===== config.mk =====
export PLATFORM = sky130hd
export DESIGN_NAME = mul8_seq
export DESIGN_NICKNAME = d
export VERILOG_FILES = /design/src/rtl/mul8_seq.sv
export SDC_FILE = /design/constraint.sdc
export NUM_CORES = 1
export LEC_CHECK = 0
export ABC_AREA = 1
export CAP_MARGIN = 20
export CORE_UTILIZATION = 57
export CTS_CLUSTER_DIAMETER = 60
export CTS_CLUSTER_SIZE = 20
export DETAILED_ROUTE_END_ITERATION = 10
export PLACE_DENSITY = 0.84
export SLEW_MARGIN = 15
export SYNTH_ARGS = -nofsm -noshare
export SYNTH_HDL_FRONTEND = slang
export SYNTH_SLANG_ARGS = --single-unit

===== constraint.sdc =====
create_clock -name clk -period 3.6 [get_ports clk]
set_clock_uncertainty 0.1 [all_clocks]
set_input_delay 0.36 -clock clk [delete_from_list [all_inputs] [get_ports clk]]
set_output_delay 0.36 -clock clk [all_outputs]
set_load 0.05 [all_outputs]

===== src/rtl/mul8_seq.sv =====
// -----------------------------------------------------------------------------
// mul8_seq -- sequential 8x8 -> 16-bit shift-and-add multiplier.
//
// An add8 instance forms acc + mcand every cycle. The FSM decides per cycle
// whether the sum or the plain accumulator is shifted into {acc, q}. After
// eight iterations {acc, q} holds the product.
//
// Parameters:
//   DONE_STICKY  0: done is a one-cycle pulse
//                1: done is held until the next start is accepted
//
// Optional build macro:
//   MUL8_SIGNED_EN  two's-complement operands. The magnitudes are multiplied.
//                   Products with a negative sign take one extra NEG cycle
//                   to negate the result.
//
// Ports:
//   clk    in   1   rising-edge clock
//   rst_n  in   1   asynchronous active-low reset
//   start  in   1   request, sampled when busy=0
//   a      in   8   multiplicand, sampled with start
//   b      in   8   multiplier, sampled with start
//   busy   out  1   multiply in progress
//   done   out  1   product-valid strobe (see DONE_STICKY)
//   p      out  16  product register, held until the next completion
// -----------------------------------------------------------------------------

module add8 (
    input  logic [7:0] a_i,
    input  logic [7:0] b_i,
    input  logic       ci_i,
    output logic [7:0] s_o,
    output logic       co_o
);
    assign {co_o, s_o} = {1'b0, a_i} + {1'b0, b_i} + {8'd0, ci_i};
endmodule

module mul8_seq #(
    parameter bit DONE_STICKY = 1'b0
) (
    input  logic        clk,
    input  logic        rst_n,
    input  logic        start,
    input  logic [7:0]  a,
    input  logic [7:0]  b,
    output logic        busy,
    output logic        done,
    output logic [15:0] p
);

    // state  | meaning
    // IDLE   | waiting for start
    // RUN    | eight shift-and-add iterations
    // NEG    | negate magnitude product (signed build only)
    // DONE   | product valid; start accepted here as in IDLE
`ifdef MUL8_SIGNED_EN
    typedef enum logic [1:0] {S_IDLE, S_RUN, S_DONE, S_NEG} state_t;
`else
    typedef enum logic [1:0] {S_IDLE, S_RUN, S_DONE} state_t;
`endif

    state_t      state_q;
    logic [7:0]  mcand_q;
    logic [7:0]  acc_q;
    logic [7:0]  q_q;
    logic [3:0]  cnt_q;
    logic        busy_q;
    logic        done_q;
    logic [15:0] p_q;
`ifdef MUL8_SIGNED_EN
    logic        neg_q;
`endif

    logic [7:0]  add_s;
    logic        add_co;
    logic [7:0]  acc_step;
    logic [7:0]  q_step;
    logic [7:0]  a_ld;
    logic [7:0]  b_ld;

    add8 u_add8 (
        .a_i  (acc_q),
        .b_i  (mcand_q),
        .ci_i (1'b0),
        .s_o  (add_s),
        .co_o (add_co)
    );

    // The carry-out becomes the new acc MSB, so the 9-bit sum is never lost.
    always_comb begin
        acc_step = {1'b0, acc_q[7:1]};
        q_step   = {acc_q[0], q_q[7:1]};
        if (q_q[0]) begin
            acc_step = {add_co, add_s[7:1]};
            q_step   = {add_s[0], q_q[7:1]};
        end
    end

`ifdef MUL8_SIGNED_EN
    // -128 negates to 8'h80. That value is then used as unsigned 128.
    assign a_ld = a[7] ? (~a + 8'd1) : a;
    assign b_ld = b[7] ? (~b + 8'd1) : b;
`else
    assign a_ld = a;
    assign b_ld = b;
`endif

    always_ff @(posedge clk or negedge rst_n) begin
        if (!rst_n) begin
            state_q <= S_IDLE;
            mcand_q <= 8'd0;
            acc_q   <= 8'd0;
            q_q     <= 8'd0;
            cnt_q   <= 4'd0;
            busy_q  <= 1'b0;
            done_q  <= 1'b0;
            p_q     <= 16'd0;
`ifdef MUL8_SIGNED_EN
            neg_q   <= 1'b0;
`endif
        end else begin
            case (state_q)
                S_IDLE, S_DONE: begin
                    if (start) begin
                        mcand_q <= a_ld;
                        q_q     <= b_ld;
                        acc_q   <= 8'd0;
                        cnt_q   <= 4'd0;
                        busy_q  <= 1'b1;
                        done_q  <= 1'b0;
                        state_q <= S_RUN;
`ifdef MUL8_SIGNED_EN
                        neg_q   <= a[7] ^ b[7];
`endif
                    end else if (state_q == S_DONE && !DONE_STICKY) begin
                        done_q  <= 1'b0;
                        state_q <= S_IDLE;
                    end
                end
                S_RUN: begin
                    acc_q <= acc_step;
                    q_q   <= q_step;
                    cnt_q <= cnt_q + 4'd1;
                    if (cnt_q == 4'd7) begin
`ifdef MUL8_SIGNED_EN
                        if (neg_q) begin
                            state_q <= S_NEG;
                        end else begin
                            p_q     <= {acc_step, q_step};
                            busy_q  <= 1'b0;
                            done_q  <= 1'b1;
                            state_q <= S_DONE;
                        end
`else
                        p_q     <= {acc_step, q_step};
                        busy_q  <= 1'b0;
                        done_q  <= 1'b1;
                        state_q <= S_DONE;
`endif
                    end
                end
`ifdef MUL8_SIGNED_EN
                S_NEG: begin
                    // A zero magnitude negates to zero in 16 bits, so no special case is needed.
                    p_q     <= ~{acc_q, q_q} + 16'd1;
                    busy_q  <= 1'b0;
                    done_q  <= 1'b1;
                    state_q <= S_DONE;
                end
`endif
                default: begin
                    state_q <= S_IDLE;
                    busy_q  <= 1'b0;
                    done_q  <= 1'b0;
                end
            endcase
        end
    end

    assign busy = busy_q;
    assign done = done_q;
    assign p    = p_q;

endmodule

==> results of run 1 <==
## power by group through the flow
stage                     Sequential [mW]  Clock (mW)  Combinational, mW
after floorplan                      1.25           0              0.972
after global placement              0.959           0               1.62
after detailed placement            0.968           0               1.68
after CTS                           0.959       0.388               1.70
after global routing                0.990       0.405               1.89
final                               0.957       0.379               1.70
## sequential cells by signal, indices dropped and copies added, names as in the netlist
signal and count:
q_q 8, acc_q 8, busy 1, p 16, mcand_q 8, state_q 2
cnt_q 4
## repair_timing
| action | 4_1_cts | 5_1_grt |
|---|---|---|
| resized for setup | 0 | 0 |
| buffers inserted | 0 | 0 |
| hold endpoints to repair | 0 | 10 |
| hold buffers | 0 | 1 |
## placed cells by master (no fill, tap or decap), drive strengths merged, types with 3 or more instances in the layout
master	n
nand3b	3
nand2	72
clkdlybuf4s50	35
ha	9
a21oi	8
o221ai	7
nand3	27
or2	4
dfrtp	47
mux2	8
nor2	11
o21ai	20
clkbuf	5
inv	25
## cells by family (layout without fill, tap and decap cells)
group           count (synthesis)  after routing
fa+ha+maj                      10             10
simple gates                  117            117
buf+inv                        33             70
flops                          47             47
compound gates                 37             37
mux                             8              8
## final cells by class
type / instances / share of cell area
clock inverter: 2 / 0.0134
inverter: 25 / 0.0343
clock buffer: 5 / 0.0245
tap: 48 / 0.0214
sequential: 47 / 0.419
multi-input combinational: 172 / 0.351
timing repair buffer: 38 / 0.137
## per-stage QoR
step | setup WS, ns | hold WS (ns)
after detailed placement | 1.10 | 0.353
after global routing | 1.30 | 0.384
after floorplan | 1.90 | -0.0356
after global placement | 1.20 | 0.352
after CTS | 1.44 | 0.145
final | 1.46 | 0.348
## metal layers
metal	part of all wire	routed length [um]	GRT usage
met1	0.45	2050	0.292
met2	0.48	2190	0.385
met3	0.047	213	0.0608
met4	0.014	65	0.0924
met5	0	0	0
## worst max-delay path, cell delays in order
cell,delay (ns)
clkdlybuf4s50_1,0.62
nand2_1,0.37
nand2_1,0.43
inv_1,0.22
a22o_1,0.22
## path summary, 6_finish.rpt
kind | from | cells past startpoint | slack, ns | end
max | start | 5 | 1.46 | cnt_q[1]
min | rst_n | 2 | 0.35 | mcand_q[6]
max reg2reg | state_q[0] | 5 | 1.62 | cnt_q[1]
min reg2reg | cnt_q[3] | 1 | 0.37 | cnt_q[3]
max in group asynchronous | rst_n | 3 | 2.60 | cnt_q[1]
min in group clk | cnt_q[3] | 1 | 0.37 | cnt_q[3]
==> results.json, run 1 <==
{
  "layout.nets": 318,
  "yosysWarnings": 0,
  "setup_violations": 0,
  "io_pins": 37,
  "syn_inst": 252,
  "port_buffers": 36,
  "synthFlopType": "dfrtp_1",
  "design.core.area_mm2": 0.00377,
  "cts.path.max_buffers": 2,
  "cts_sinks": 47,
  "power_frac_seq": 0.315,
  "grt_pass1_wl_um": 7450,
  "synth.top_cell.area_share": 0.509,
  "drt_iter0_drc": 145,
  "grt_usage": 0.234,
  "comb_power_share": 0.561,
  "syn-cell-area_mm2": 0.00231,
  "synth_xor_area_frac": 0,
  "dr.pass1.iters": 4,
  "grt_remaining_overflow": 0,
  "cts-buffers-inserted": 5,
  "avgViaCountPerCell": 5.36,
  "rsz0062_at_grt": "false",
  "diodes": 0,
  "drive_gt1_frac": 0.118,
  "yosys.area.top_type": "dfrtp_1",
  "post_dp_cell_area_mm2": 0.00267,
  "p_int_mw": 1.61,
  "switching_power_mw": 1.43,
  "min_period_over_period": 0.594,
  "fmax_ghz": 0.467,
  "powerDensity_mw_per_mm2": 1080,
  "gp_congestion": 0.857,
  "synth.most_common_cell": "nand2_1",
  "row_count": 22,
  "routed_wl_um": 4520,
  "multi_input_area_um2": 986,
  "area_growth_pct": 21.6,
  "endpoint_kind": "flip-flop",
  "yosys.area_share.simple": 0.225,
  "syn_avg_cell_area_um2": 9.17,
  "stdcell_area_mm2": 0.00281,
  "worst_pin_slew_ns": 0.500,
  "final_core_util": 0.745,
  "die_h_um": 65.7,
  "synth_fp_nets": 281,
  "grt_pass1_vias": 1695,
  "muxShareOfSynthArea": 0.0390,
  "finalPower_mw": 3.04,
  "relSlewSlack": 0.666,
  "worst-path-max-fanout": 13,
  "synth-edff-count": 0,
  "synth_area_leaders": "dfrtp_1, nand2_1, nand3_1",
  "initial_utilization": 0.613,
  "dieArea_mm2": 0.00431,
  "sw_frac_of_total": 0.471,
  "min_period_ns": 2.14,
  "grt_max_degree": 48,
  "ys_types": 23,
  "synth-compound-area-share": 0.105,
  "cp_data_arrival_time_ns": 2.23,
  "clk-insertion-delay-late_ns": 0.31,
  "antenna_found_initial": 0,
  "synthAdderAreaFrac": 0.0574,
  "status": "completed",
  "worst_ir_drop_vdd_uv": 553,
  "dp_cells": 328,
  "clockPowerShare": 0.125,
  "drc_errors": 0,
  "synth-seq-cells": 47,
  "setup.worst_path.class": "input port to flip-flop",
  "register_area_mm2": 0.00118,
  "cts_tree": "yes",
  "cts.clk_slew.worst_paths_ns": 0.08,
  "maxSlewViolCount": 0,
  "final_antenna_net_count": 0,
  "p_leak_nw": 1.37,
  "final_cells": 337,
  "vias": 1808,
  "min_path_type": "input port to asynchronous set/reset pin",
  "seq_area_frac_synth": 0.509,
  "cap_violations": 0,
  "wl_per_cell_um": 13.4,
  "synth_top_family_by_area": "simple AND/OR/NAND/NOR gates",
  "fillerInstances": 267,
  "cts_root_buffer": "clkbuf_8",
  "ys_top_cells_by_count": "nand2_1, dfrtp_1, nand3_1, inv_1, o21ai_0",
  "die_w_um": 65.7,
  "cp-start-kind": "input port",
  "htreeDepth": 2,
  "async_flop_share": 1.00,
  "hpwl_um": 3220,
  "tns_ns": 0,
  "required_ns": 3.70,
  "hold_viol_final": 0
}
Power figures use the tool's default switching activity.
==> run 2, diff against run 1 <==
- CORE_UTILIZATION: 57 -> 53
- PLACE_DENSITY: 0.84 -> 0.79
- clock period: 3.6 -> 2.1 ns (I/O delays scaled with it)
==> run 2 against run 1 <==
  * Flip-flop and latch count stayed put
  * Global-route usage decreased by 0.57 points
  * Wire length grew 3.2%
  * Die area grew 7.3%
  * Final area is 0.36% higher
  * Total power is 70% higher
  * Sequential share of layout area shrank 0.15 points
  * Non-clock buffer count grew 3
  * Cell count rose by 1.8%
  * Hold slack gained 0.026 ns
  * Clock power rose by 59%
  * Largest cell class unchanged
==> results.json, run 2 (synthesized netlist as in run 1, its figures left out) <==
{
  "layout.nets": 321,
  "drc_errors": 0,
  "final_antenna_net_count": 0,
  "port_buffers": 36,
  "worst_pin_slew_ns": 0.689,
  "fmax_ghz": 0.531,
  "p_leak_nw": 1.38,
  "powerDensity_mw_per_mm2": 1830,
  "post_cts_buffers": 0,
  "row_count": 23,
  "cap_violations": 0,
  "critPathLaunch": "mcand_q[0]",
  "grt_remaining_overflow": 0,
  "clockPowerShare": 0.117,
  "comb_power_share": 0.565,
  "io_pins": 37,
  "worst-path-max-fanout": 3,
  "switching_power_mw": 2.45,
  "dieArea_mm2": 0.00463,
  "htreeDepth": 2,
  "die_h_um": 68.0,
  "die_w_um": 68.0,
  "avgViaCountPerCell": 5.29,
  "required_ns": 2.19,
  "hpwl_um": 3460,
  "fillerInstances": 355,
  "grt_usage": 0.229,
  "dr.pass1.iters": 4,
  "largest_reg_flops": 16,
  "wl_per_cell_um": 13.6,
  "maxSlewViolCount": 0,
  "grt_max_degree": 32,
  "power_frac_seq": 0.318,
  "setup_violations": 0,
  "design.core.area_mm2": 0.00409,
  "p_int_mw": 2.73,
  "rsz0062_at_grt": "false",
  "stdcell_area_mm2": 0.00282,
  "routed_wl_um": 4660,
  "layout_common_cells": "nand2_1, dfrtp_1, clkdlybuf4s50_1, nand3_1, inv_1",
  "hold_viol_final": 0,
  "cts.path.max_buffers": 2,
  "clk-insertion-delay-late_ns": 0.30,
  "relSlewSlack": 0.541,
  "diodes": 0,
  "grt_pass1_vias": 1737,
  "tns_ns": 0,
  "cts_resized": 0,
  "worst_ir_drop_vdd_uv": 1030,
  "vias": 1813,
  "min_path_type": "flip-flop to flip-flop",
  "drt_iter0_drc": 111,
  "cts_root_buffer": "clkbuf_8",
  "cts_sinks": 47,
  "antenna_found_initial": 0,
  "cp_data_arrival_time_ns": 1.97,
  "cts_tree": "yes",
  "initial_utilization": 0.566,
  "endpoint_kind": "flip-flop",
  "sw_frac_of_total": 0.473,
  "cp-start-kind": "flip-flop",
  "drive_gt1_frac": 0.130,
  "rr_startpoint": "mcand_q[0]",
  "layout_commonest_cell": "nand2_1",
  "gp_congestion": 0.817,
  "setup.worst_path.class": "flip-flop to flip-flop",
  "area_growth_pct": 22.0,
  "status": "completed",
  "grt_pass1_wl_um": 7730,
  "cts-buffers-inserted": 5,
  "min_period_over_period": 0.896,
  "min_period_ns": 1.88,
  "cts.clk_slew.worst_paths_ns": 0.09,
  "worstHoldStart": "p[9]",
  "post_dp_cell_area_mm2": 0.00271
}
[run 2: cell types whose count changed in the layout (fill, tap and decap cells not counted)]
| cell | delta |
|---|---|
| buf_4 | +4 |
| clkbuf_8 | +2 |
| buf_12 | -1 |
| bufinv_16 | -1 |
[run 2: path summary, 6_finish.rpt]
kind	end	slack (ns)	cells past startpoint
min	p[9]	0.37	2
max reg2reg	acc_q[7]	0.22	10
min in group asynchronous	cnt_q[1]	0.38	2
min reg2reg	p[9]	0.37	2
max in group asynchronous	p[8]	0.91	3
max	acc_q[7]	0.22	10
[run 2: stage by stage]
| step | cells | utilization | power (mW) | hold slack (ns) | setup slack, ns |
|---|---|---|---|---|---|
| 6_report | 343 | 0.690 | 5.17 | 0.374 | 0.218 |
| 5_1_grt | 343 | 0.690 | 5.61 | 0.393 | 0.0609 |
| 4_1_cts | 343 | 0.690 | 5.21 | 0.376 | 0.221 |
| 3_5_place_dp | 334 | 0.662 | 4.59 | 0.191 | 0.227 |
| 3_3_place_gp | 334 | 0.662 | 4.49 | 0.189 | 0.300 |
| 2_1_floorplan | 252 | - | 3.80 | -0.186 | 0.397 |
[run 2: layer usage]
metal / share of wire / up-vias / GRT usage / wire, um
met2: 0.50 / 46 / 0.386 / 2320
met4: 0.018 / 0 / 0.0938 / 82
met3: 0.037 / 8 / 0.0383 / 174
met5: 0 / - / 0 / 0
li1: - / 914 / - / -
met1: 0.45 / 845 / 0.288 / 2080
[run 2: worst max-delay path: stages, from the launching register on]
cell and delay [ns]:
dfrtp_1 0.39, ha_1 0.23, fa_1 0.40, nand2_1 0.10, nand2_1 0.09, nand3b_1 0.11
nand2_1 0.07, nand2_1 0.07, nand3_1 0.09, nand3_1 0.08, nand2_1 0.05
[run 2: power groups by stage]
stage | clock (mW) | combinational, mW | sequential, mW
floorplan | 0 | 1.67 | 2.14
global placement | 0 | 2.84 | 1.65
detailed placement | 0 | 2.93 | 1.66
CTS | 0.619 | 2.94 | 1.65
global route | 0.646 | 3.25 | 1.71
finish | 0.603 | 2.92 | 1.65
[run 2: repair_timing]
action                                 in CTS  in global routing
hold buffers                                1                  0
setup endpoints to repair                   0                  0
endpoints found under the hold margin      29                  0
[run 2: layout make-up]
class	count	area, um^2	share of cell area
Clock buffer	7	96.3	0.0342
Clock inverter	1	7.51	0.00266
Inverter	25	96.3	0.0342
Multi-Input combinational cell	172	986	0.350
Sequential cell	47	1180	0.417
Tap cell	50	62.6	0.0222
Timing Repair Buffer	41	395	0.140
==> RTL edit 1 (settings of run 2) <==
The 3 states of `state_t` get a one-hot encoding in 3 bits.
--- a/src/rtl/mul8_seq.sv
+++ b/src/rtl/mul8_seq.sv
@@ -58,3 +58,3 @@
 `else
-    typedef enum logic [1:0] {S_IDLE, S_RUN, S_DONE} state_t;
+    typedef enum logic [2:0] {S_IDLE = 3'b001, S_RUN = 3'b010, S_DONE = 3'b100} state_t;
 `endif
Formal check against the unedited RTL: same outputs for any inputs over 4 cycles, from zero or initial values and one cycle with rst_n low; so few cycles prove little.
==> RTL edit 1 against run 2 <==
- worst setup slack better by 0.0086 ns
- cell area grew 2.4%
- routed wire length rose by 3.2%
- sequential cell count increased by 2
- synthesized cell count increased by 13%
- synthesized area grew 4.0%
Power is not compared: it rests on default switching activity, and its combinational part moved more than twofold at a synthesized area within 25%.
==> RTL edit 1: results (changes against run 2) <==
metric	value	unit	change
outcome	finished clean		
hp-start	a[7]		
avgSynthCellArea	8.46	um2	-7.7%
p_comb	1230	uW	
taps	52		+4.0%
met1_usage	0.277		-0.0112
root_buffer	clkbuf_8		
min_delay_worst_endpoint	mcand_q[7]		
synth.area.mux_share	0		-0.0390
buf_share	0.137		-0.00328
drive_gt1_frac	0.0929		-0.0368
ys_types	25		+8.7%
pre_cts_ws	0.262	ns	+0.0342 ns
hp-class	in -> reg		
wl_met1	2180	um	+4.7%
synth_common_cells	108 x nand2_1, 48 x dfrtp_1, 23 x inv_1, 18 x nand3_1, 14 x o21ai_0		
reg2regPathDepth	9		-1
synth_compound_area_frac	0.0963		-0.00873
vias	1966		+8.4%
grt_pass1_vias	1945		+12%
seq_share	0.425		+0.00801
clk_latency	0.29	ns	
grt_start_max_net_pins	50		+56%
fin_nets	352		+9.7%
use_met3	0.0320		-0.00636
nNonClkInverters	27		+8.0%
finalWeightedCongestion	0.897		+9.8%
synth_fp_nets	313		+11%
flops_and_latches	49		+4.3%
seq_area_frac_synth	0.511		+0.00174
stdcell_count	375		+9.3%
placed_area	2790	um2	+3.1%
largest_reg_flops	16		unchanged
slew_headroom	0.599		+0.0584
ys.flop_type	dfrtp_1		
reg2reg_to	acc_q[3]		
dp_hpwl	3500	um	+1.1%
wl_met3	185	um	+6.3%
nClkBuffers	7		unchanged
multi_input_cells	199		+16%
wl_met2	2380	um	+2.5%
worstHoldPathCells	3		+1
multi_input_area	1010	um2	+2.7%
n_fill_cell	360		+1.4%
p_int	1900	uW	
area_growth	20.1	%	
placed_cells	367		+9.9%
track_usage	0.218		-0.0108
fin_hold_ws	0.344	ns	-0.0293 ns
wirelength	4810	um	+3.2%
diodes	0		unchanged
synth_adder_area_share	0.0552		-0.00221
grt_pass1_wl	8370	um	+8.3%
met2_usage	0.382		-0.00415
ys_top_cells_by_area	dfrtp_1 50%, nand2_1 17%, ha_1 4.7%, nand3_1 3.7%, inv_1 3.6%		
clk_pin_slew	0.08	ns	
drt_iter0_drc	87		-22%
clkCellAreaFrac	0.0299		-0.00693
-- RTL edit 1: cell types whose count changed in the layout (fill, tap and decap cells not counted), sizes merged, moves of 2 or more --
cell / run 2 / this run
nand2: 72 / 109
mux2: 8 / 0
nand3: 27 / 19
o22ai: 1 / 9
o221ai: 7 / 0
inv: 25 / 27
nor3: 0 / 2
-- RTL edit 1: worst max-delay path by stage --
stage / from / endpoint / slack (ns) / depth (start not counted)
global placement: mcand_q[0] / p[13] / 0.30 / 10
global route: mcand_q[0] / acc_q[5] / 0.05 / 10
detailed placement: mcand_q[0] / acc_q[3] / 0.26 / 9
floorplan: mcand_q[0] / p[13] / 0.39 / 10
finish: mcand_q[0] / acc_q[3] / 0.23 / 9
CTS: mcand_q[0] / acc_q[3] / 0.21 / 9
-- RTL edit 1: critical path: stages, from the launching register on --
cell	delay, ns
dfrtp_1	0.39
ha_1	0.23
fa_1	0.39
nand2_1	0.09
nand2_1	0.09
nand2_1	0.06
nand2_1	0.04
nand3_1	0.05
o21ai_0	0.13
o21ai_0	0.20
==> RTL edit 2 (settings of run 2) <==
Without the edit above. Build with the macro `MUL8_SIGNED_EN` defined.
--- a/src/rtl/mul8_seq.sv
+++ b/src/rtl/mul8_seq.sv
@@ -26,2 +26,4 @@
 // -----------------------------------------------------------------------------
+
+`define MUL8_SIGNED_EN
 
Formal check against the unedited RTL: not equivalent (Yosys sat finds a counterexample within 10 cycles, from zero or initial values and one cycle with rst_n low).
==> RTL edit 2 against run 2 <==
- power is 23% higher
- non-clock buffer count is 5 higher
- worst setup slack worse by 0.015 ns
- final cell count is 58% higher
- synthesized area is 35% higher
- routed wire length is 69% higher
- first-iteration DRC count grew to 3.0 times the old value
- count of clock-buffer cells in the layout is 2 lower
- via count is 67% higher
- sequential cell count is 2 higher
- maximum frequency is 0.81% lower
- cell area is 32% higher
- critical path type unchanged
- largest cell class is now multi-input gates
==> RTL edit 2: results (changes against run 2) <==
metric	value	unit	change
ys.flop_type	dfrtp_1		
drive_gt1_frac	0.0660		-0.0637
diodes	0		unchanged
sw_frac_of_total	0.507		+0.0339
firstDrtPassIters	6		+2
clk_pin_slew	0.10	ns	
root_buffer	clkbuf_8		
reg2reg_to	p[13]		
ys_types	34		+48%
port_buffers	36		unchanged
n_fill_cell	501		+41%
r2r_start	acc_q[0]		
syn_inst	427		+69%
post-cts-setup-buffers	0		unchanged
worst_ir_drop_vdd	777	uV	-24%
finalWeightedCongestion	0.911		+12%
cp_max_fo	4		+1
dp_hpwl	5910	um	+71%
ff2ff_setup_slack	0.20	ns	-0.02 ns
cts_buffers	5		unchanged
placed_cells	533		+60%
grt_start_max_net_pins	28		-13%
ant_nets	0		unchanged
ys_top_cells_by_area	dfrtp_1 39%, nand2_1 14%, nand3_1 7.2%, inv_1 5.9%, ha_1 4.8%		
yosys_warnings	0		unchanged
grt_pass1_wl	13400	um	+73%
vias	3023		+67%
track_usage	0.280		+0.0515
cts_buffer_depth	2		unchanged
setup.worst_path.class	reg -> reg		
largest_reg_flops	16		unchanged
post_drt_wl_per_cell	14.6	um	+7.1%
synth_common_cells	115 x nand2_1, 49 x dfrtp_1, 49 x inv_1, 45 x nand3_1, 38 x nor2_1		
reg2regPathDepth	10		unchanged
leakage	0.00185	uW	+34%
antenna_found_initial	0		unchanged
drt_iter0_drc	337		+200%
core_area	5570	um2	+36%
fin_nets	501		+56%
grt_pass1_vias	2899		+67%
slew_headroom	0.625		+0.0839
arrival	2.01	ns	+0.04 ns
outcome	finished clean		
wirelength	7890	um	+69%
clk_latency	0.32	ns	+0.02 ns
fin_hold_ws	0.309	ns	-0.0651 ns
synth_fp_nets	459		+63%
seq_area_frac_synth	0.393		-0.116
hp-class	in -> async		
[RTL edit 2: changes by cell type after synthesis, sizes merged, moves of 6 or more]
cell and delta:
inv +29, nand2 +46, nor2 +28, nand3 +19, o22ai +7, o21ai +8
xor2 +11, mux2 -8, nand4 +6, a21oi +9
[RTL edit 2: final cells by class]
class	instances	area share
clock buffer	5	0.0184
sequential	49	0.328
tap	72	0.0241
multi-input combinational	313	0.437
timing repair buffer	46	0.119
clock inverter	3	0.0184
inverter	54	0.0549
[RTL edit 2: power groups by stage]
stage	Sequential [uW]	Combinational (uW)	Clock, uW
after floorplan	2220	2190	0
after global placement	1720	3640	0
after detailed placement	1740	3740	0
after CTS	1730	3770	831
after global routing	1790	4230	864
final	1740	3810	831
[RTL edit 2: cell families after synthesis]
logic type               after synthesis  share of synthesized area
AND/OR/NAND/NOR                      215                      0.295
AO/OA/AOI/OAI                         72                      0.135
buffers and inverters                 65                     0.0859
flip-flops                            49                      0.393
XOR/XNOR                              13                     0.0365
adder cells (fa/ha/maj)               13                     0.0546
[RTL edit 2: worst max-delay path, cell delays in order (launching register included)]
cell,delay (ns)
dfrtp_1,0.41
ha_1,0.23
fa_2,0.35
nand2_1,0.10
nand3_2,0.10
nand3_1,0.10
nand3_1,0.07
nand3_1,0.11
nand3_1,0.08
nand3_1,0.09
nand2_1,0.05
[RTL edit 2: how the worst min path moves through the flow]
stage               end  cells past startpoint   from
5_1_grt            p[0]                      2  rst_n
3_3_place_gp      p[14]                      1  rst_n
3_5_place_dp      p[12]                      1  rst_n
6_report           p[0]                      2  rst_n
2_1_floorplan  acc_q[0]                      0  rst_n
4_1_cts            p[0]                      2  rst_n
[RTL edit 2: routing by layer]
layer  routed length [um]  track usage  part of all wire  up-vias
met5                    0            0                 0        -
met4                  199        0.122             0.025        0
met3                  590       0.0483             0.075       19
met2                 3620        0.437              0.46      146
met1                 3480        0.383              0.44     1366
li1                     -            -                 -     1492
[RTL edit 2: what timing repair did]
item	4_1_cts	5_1_grt
hold buffers	1	0
endpoints found under the hold margin	22	0
resized for setup	0	2
setup endpoints to repair	0	4
[RTL edit 2: through the flow]
stage	instance area [um2]	utilization	power [uW]	worst slack, ns
CTS	3730	0.669	6320	0.116
global placement	3580	0.642	5360	0.218
finish	3740	0.670	6370	0.203
detailed placement	3580	0.642	5480	0.128
global route	3740	0.670	6890	0.0312
floorplan	3120	-	4410	0.297
